==> src/rtl/key_debounce_pkg.sv <==
// Shared types and constants for the push-button conditioner.
// State encoding and board key positions are shared by the channel, the top and their users.
package key_debounce_pkg;

   typedef enum logic [1:0] {
      S_RELEASED    = 2'b00,
      S_PRESS_CHK   = 2'b01,
      S_PRESSED     = 2'b10,
      S_RELEASE_CHK = 2'b11
   } key_state_e;

   localparam int KEY_START = 0;
   localparam int KEY_CATCH = 1;
   localparam int KEY_PREV  = 2;

endpackage

==> src/rtl/key_debounce_ch.sv <==
// One key channel: 2-flop synchronizer, debounce FSM with stability counter,
// and registered press pulse / release pulse / level outputs.
module key_debounce_ch
   import key_debounce_pkg::*;
#(
   parameter int DEBOUNCE_CYCLES = 1000000
) (
   input  logic i_clk,
   input  logic i_rst,
   input  logic i_key_n,
   output logic o_key_pulse,
   output logic o_key_release,
   output logic o_key_level
);

   localparam int CNT_W = (DEBOUNCE_CYCLES > 1) ? $clog2(DEBOUNCE_CYCLES) : 1;
   localparam logic [CNT_W-1:0] CNT_MAX = CNT_W'(DEBOUNCE_CYCLES - 1);

   logic             sync0_q, sync0_d;
   logic             sync1_q, sync1_d;
   key_state_e       state_q, state_d;
   logic [CNT_W-1:0] cnt_q, cnt_d;
   logic             pulse_q, pulse_d;
   logic             release_q, release_d;
   logic             level_q, level_d;
   logic             pressed;

   // Synchronizer resets to released so a key held through reset is seen as a fresh press.
   always_comb begin
      sync0_d = i_key_n;
      sync1_d = sync0_q;
   end

   assign pressed = ~sync1_q;

   always_comb begin
      state_d   = state_q;
      cnt_d     = cnt_q;
      pulse_d   = 1'b0;
      release_d = 1'b0;
      level_d   = level_q;

      case (state_q)
         S_RELEASED: begin
            cnt_d = '0;
            if (pressed) begin
               state_d = S_PRESS_CHK;
            end
         end

         S_PRESS_CHK: begin
            if (!pressed) begin
               state_d = S_RELEASED;
               cnt_d   = '0;
            end else if (cnt_q == CNT_MAX) begin
               state_d = S_PRESSED;
               cnt_d   = '0;
               pulse_d = 1'b1;
               level_d = 1'b1;
            end else begin
               cnt_d = cnt_q + CNT_W'(1);
            end
         end

         S_PRESSED: begin
            cnt_d = '0;
            if (!pressed) begin
               state_d = S_RELEASE_CHK;
            end
         end

         // A short release glitch falls back to PRESSED silently; level stays high.
         S_RELEASE_CHK: begin
            if (pressed) begin
               state_d = S_PRESSED;
               cnt_d   = '0;
            end else if (cnt_q == CNT_MAX) begin
               state_d   = S_RELEASED;
               cnt_d     = '0;
               release_d = 1'b1;
               level_d   = 1'b0;
            end else begin
               cnt_d = cnt_q + CNT_W'(1);
            end
         end

         default: begin
            state_d = S_RELEASED;
            cnt_d   = '0;
            level_d = 1'b0;
         end
      endcase
   end

   always_ff @(posedge i_clk or posedge i_rst) begin
      if (i_rst) begin
         sync0_q   <= 1'b1;
         sync1_q   <= 1'b1;
         state_q   <= S_RELEASED;
         cnt_q     <= '0;
         pulse_q   <= 1'b0;
         release_q <= 1'b0;
         level_q   <= 1'b0;
      end else begin
         sync0_q   <= sync0_d;
         sync1_q   <= sync1_d;
         state_q   <= state_d;
         cnt_q     <= cnt_d;
         pulse_q   <= pulse_d;
         release_q <= release_d;
         level_q   <= level_d;
      end
   end

   assign o_key_pulse   = pulse_q;
   assign o_key_release = release_q;
   assign o_key_level   = level_q;

endmodule

==> src/rtl/key_debounce.sv <==
// Multi-channel push-button conditioner for the game controller's start/catch/prev keys.
// Channels are fully independent; simultaneous events are passed through unprioritized.
module key_debounce
   import key_debounce_pkg::*;
#(
   parameter int NUM_KEYS        = 3,
   parameter int DEBOUNCE_CYCLES = 1000000
) (
   input  logic                i_clk,
   input  logic                i_rst,
   input  logic [NUM_KEYS-1:0] i_key_n,
   output logic [NUM_KEYS-1:0] o_key_pulse,
   output logic [NUM_KEYS-1:0] o_key_release,
   output logic [NUM_KEYS-1:0] o_key_level
);

   for (genvar g = 0; g < NUM_KEYS; g++) begin : g_ch
      key_debounce_ch #(
         .DEBOUNCE_CYCLES(DEBOUNCE_CYCLES)
      ) u_ch (
         .i_clk         (i_clk),
         .i_rst         (i_rst),
         .i_key_n       (i_key_n[g]),
         .o_key_pulse   (o_key_pulse[g]),
         .o_key_release (o_key_release[g]),
         .o_key_level   (o_key_level[g])
      );
   end

endmodule

==> config.mk <==
export PLATFORM = sky130hd
export DESIGN_NAME = key_debounce
export DESIGN_NICKNAME = d
export VERILOG_FILES = /design/src/rtl/key_debounce_pkg.sv /design/src/rtl/key_debounce_ch.sv /design/src/rtl/key_debounce.sv
export SDC_FILE = /design/constraint.sdc
export NUM_CORES = 1
export LEC_CHECK = 0
export ABC_AREA = 1
export ABC_CLOCK_PERIOD_IN_PS = 1550
export CORE_ASPECT_RATIO = 1.5
export CORE_MARGIN = 1.5
export CORE_UTILIZATION = 45
export DETAILED_ROUTE_END_ITERATION = 10
export SYNTH_ARGS = -nofsm -noshare
export SYNTH_HDL_FRONTEND = slang
export SYNTH_HIERARCHICAL = 1
export SYNTH_SLANG_ARGS = --single-unit
export TNS_END_PERCENT = 1
==> constraint.sdc <==
create_clock -name i_clk -period 1.55 [get_ports i_clk]
set_input_delay 0.31 -clock i_clk [delete_from_list [all_inputs] [get_ports i_clk]]
set_output_delay 0.31 -clock i_clk [all_outputs]
set_load 0.1 [all_outputs]
==> run_results.csv <==
group,metric,value,unit
sta,fin_worst_skew,5.412,ps
pwr,peakVddDrop,0.0006085,V
detailed_routing,dr.pass1.iters,5,
sta,setup_violations,0,
clocking,h-tree-depth,3,
synthesis,yosysWarnings,6,
place,hpwl,7.658,mm
global_route,grt_pass1_vias,4066,
setup_path,crit_required,1820,ps
synthesis,synth_flop_cell,"dfrtp_1",
synthesis,synth_area,4471,sq um
die,die_h,125.1,um
layout,drive_above_1_share,0.1955,
place,finalWeightedCongestion,0.9017,
detailed_routing,wire_per_inst,13.19,um
die,initial_core_util,0.4614,
clocking,cts_tree,"done",
clocking,clockBufferDepth,2,
hold_path,hp-class,"input pin to async pin",
pwr,powerDensity,798.0,nW/um^2
layout,area_delta_synth_final,21.97,%
global_route,grt_max_degree,28,
pwr,p_leak,2.309,nW
place,port_buffers,13,
synthesis,synth-edff-count,0,
die,die-width,84.38,um
synthesis,syn_inst,606,
die,fp.coreArea,9689,sq um
sta,fin_crit,1472,ps
synthesis,netlist_top_cells_count,"149 x nand2_1, 129 x nor2_1, 78 x inv_1",
synthesis,yosysTopAreaCellShare,0.4198,
layout,diodes,0,
synthesis,synth_area_leaders,"dfrtp_1 42%, nand2_1 13%, nor2_1 11%",
detailed_routing,vias,3961,
clocking,cts-buffers-inserted,9,
synthesis,synthArstFlopShare,1.000,
clocking,clk_pin_slew,70,ps
global_route,grt_overflow,0,
run,maxCapViolations,0,
setup_path,endpoint_kind,"register",
sta,max_freq,0.6794,GHz
detailed_routing,wl,10.23,mm
setup_path,criticalPathCategory,"register to register",
clocking,cts.sinks,81,
setup_path,cp_max_fo,11,
clocking,clock_latency,330,ps
outcome,outcome,"complete, no violations",
setup_path,reg2reg_slack,80,ps
setup_path,cp-start-kind,"register",
setup_path,arrival,1740,ps
synthesis,yosysSeqAreaShare,0.4551,
sta,fin_crit_sh,0.9495,
layout,layout.nets,663,
sta,rsz0062_at_grt,"true",
synthesis,ys_ff_latch,81,
synthesis,synth_area_leader_cell,"dfrtp_1",
detailed_routing,drcViolationCount,0,
layout,finish.instance_area,5453,sq um
synthesis,synth_most_common_cell,"nand2_1",
global_route,grt_usage,0.2094,
synthesis,synth_fp_nets,614,
sta,slew_headroom,0.7994,
die,die_area,10550,sq um
sta,finalHoldViolations,0,
sta,worst_pin_slew,300.2,ps
global_route,grt_antenna_before_repair,0,
place,dpl_cell_area,5025,sq um
die,boundaryPins,14,
detailed_routing,drtIter0Drc,205,
global_route,grt_pass1_wl,17.90,mm
pwr,finalPower,0.004351,W
clocking,root_buffer,"clkbuf_16",
synthesis,syn_area_per_cell,7.377,sq um
detailed_routing,ant_nets,0,
synthesis,synth_cell_types,27,
die,std_cell_rows,44,
detailed_routing,vias_per_cell,5.111,
sta,finalMaxSlewViolations,0,
## cell usage in the layout, fill, tap and decap left out, drive strengths merged
cell type      synthesis  layout
a21oi                  7       7
dfstp                  6       6
and2                   1       1
nor2                 153     153
clkbuf                 0       9
nand2                154     154
xor2                  15      15
clkdlybuf4s50          0       4
a31oi                  3       3
clkinv                 0       1
nand4                 16      16
ha                     3       3
buf                    5      39
o21ai                 10      10
clkinvlp               0       2
nand3                 40      40
xnor2                  2       2
dfrtp                 75      75
nor3                  29      29
and3                   4       4
inv                   83      87
## worst max-delay path: stages, from the launching register on
cell	delay, ps
dfstp_2	540
inv_1	70
nand2_1	70
nand3_1	140
nor2_4	310
o21ai_0	170
nor2_1	100
## where the power goes
| part | internal, W | total [W] | switching (W) |
|---|---|---|---|
| sequential | 0.00214 | 0.00216 | 0.0000174 |
| combinational | 0.0000548 | 0.000159 | 0.000104 |
| clock | 0.00112 | 0.00204 | 0.000920 |
## state kept, by name, indices dropped and copies added (netlist names), named ones only
name / cells
g_ch.u_ch/sync0_q: 3
g_ch.u_ch/sync1_q: 3
g_ch.u_ch/state_q: 3
g_ch.u_ch/o_key_release: 3
g_ch.u_ch/o_key_level: 3
g_ch.u_ch/o_key_pulse: 3
g_ch.u_ch/cnt_q: 60
## repair_timing
item                                    CTS  global route
hold buffers                              0             0
endpoints found under the setup margin   31            60
hold endpoints to repair                  0             0
pin swaps                                 0             1
gates resized for setup                   2            33
buffers inserted                          0             1
## layout make-up
type                            instances  area, sq um
Inverter                               83        316.6
Clock inverter                          7        61.31
Timing Repair Buffer                   43        470.5
Tap cell                              115        143.9
Fill cell                             919         4237
Clock buffer                            9        225.2
Sequential cell                        81         2036
Multi-Input combinational cell        437         2200
## stage by stage
stage	util	hold WS [ps]	setup TNS, ps	worst slack [ps]	cells
6_report	0.5628	354.3	0	78.21	775
5_1_grt	0.5628	362.2	-164.2	-30.07	775
4_1_cts	0.5492	349.1	0	2.795	774
3_5_place_dp	0.5186	347.5	-2116	-133.4	758
3_3_place_gp	0.5186	347.4	-740.9	-47.19	758
2_1_floorplan	-	314.5	0	100.8	606
## metal layers
| metal | up-vias | global-route usage | share of wire |
|---|---|---|---|
| li1 | 1987 | - | - |
| met1 | 1866 | 0.2342 | 0.41 |
| met2 | 83 | 0.3821 | 0.53 |
| met3 | 25 | 0.04290 | 0.028 |
| met4 | 0 | 0.08729 | 0.028 |
| met5 | - | 0 | 0 |
## worst paths after layout
path	startpoint	cells past startpoint	end
setup reg to reg	g_ch[0].u_ch/sync1_q	6	g_ch[0].u_ch/cnt_q[2]
min in group i_clk	g_ch[1].u_ch/sync0_q	0	g_ch[1].u_ch/sync1_q
hold reg to reg	g_ch[1].u_ch/sync0_q	0	g_ch[1].u_ch/sync1_q
hold / removal	i_rst	3	g_ch[2].u_ch/cnt_q[3]
setup / recovery	g_ch[0].u_ch/sync1_q	6	g_ch[0].u_ch/cnt_q[2]
max in group asynchronous	i_rst	3	g_ch[2].u_ch/sync1_q
## kinds of logic (layout without fill, tap and decap cells)
| family | count (synthesis) | in the layout | share of synthesized area |
|---|---|---|---|
| AOI/OAI and AO/OA | 20 | 20 | 0.02323 |
| xor gates and xnor gates | 17 | 17 | 0.03331 |
| adders and majority gates | 3 | 3 | 0.008397 |
| buffers and inverters | 88 | 142 | 0.08144 |
| DFF | 81 | 81 | 0.4551 |
| and+or+nand+nor | 397 | 397 | 0.3985 |
Power figures use the tool's default switching activity.
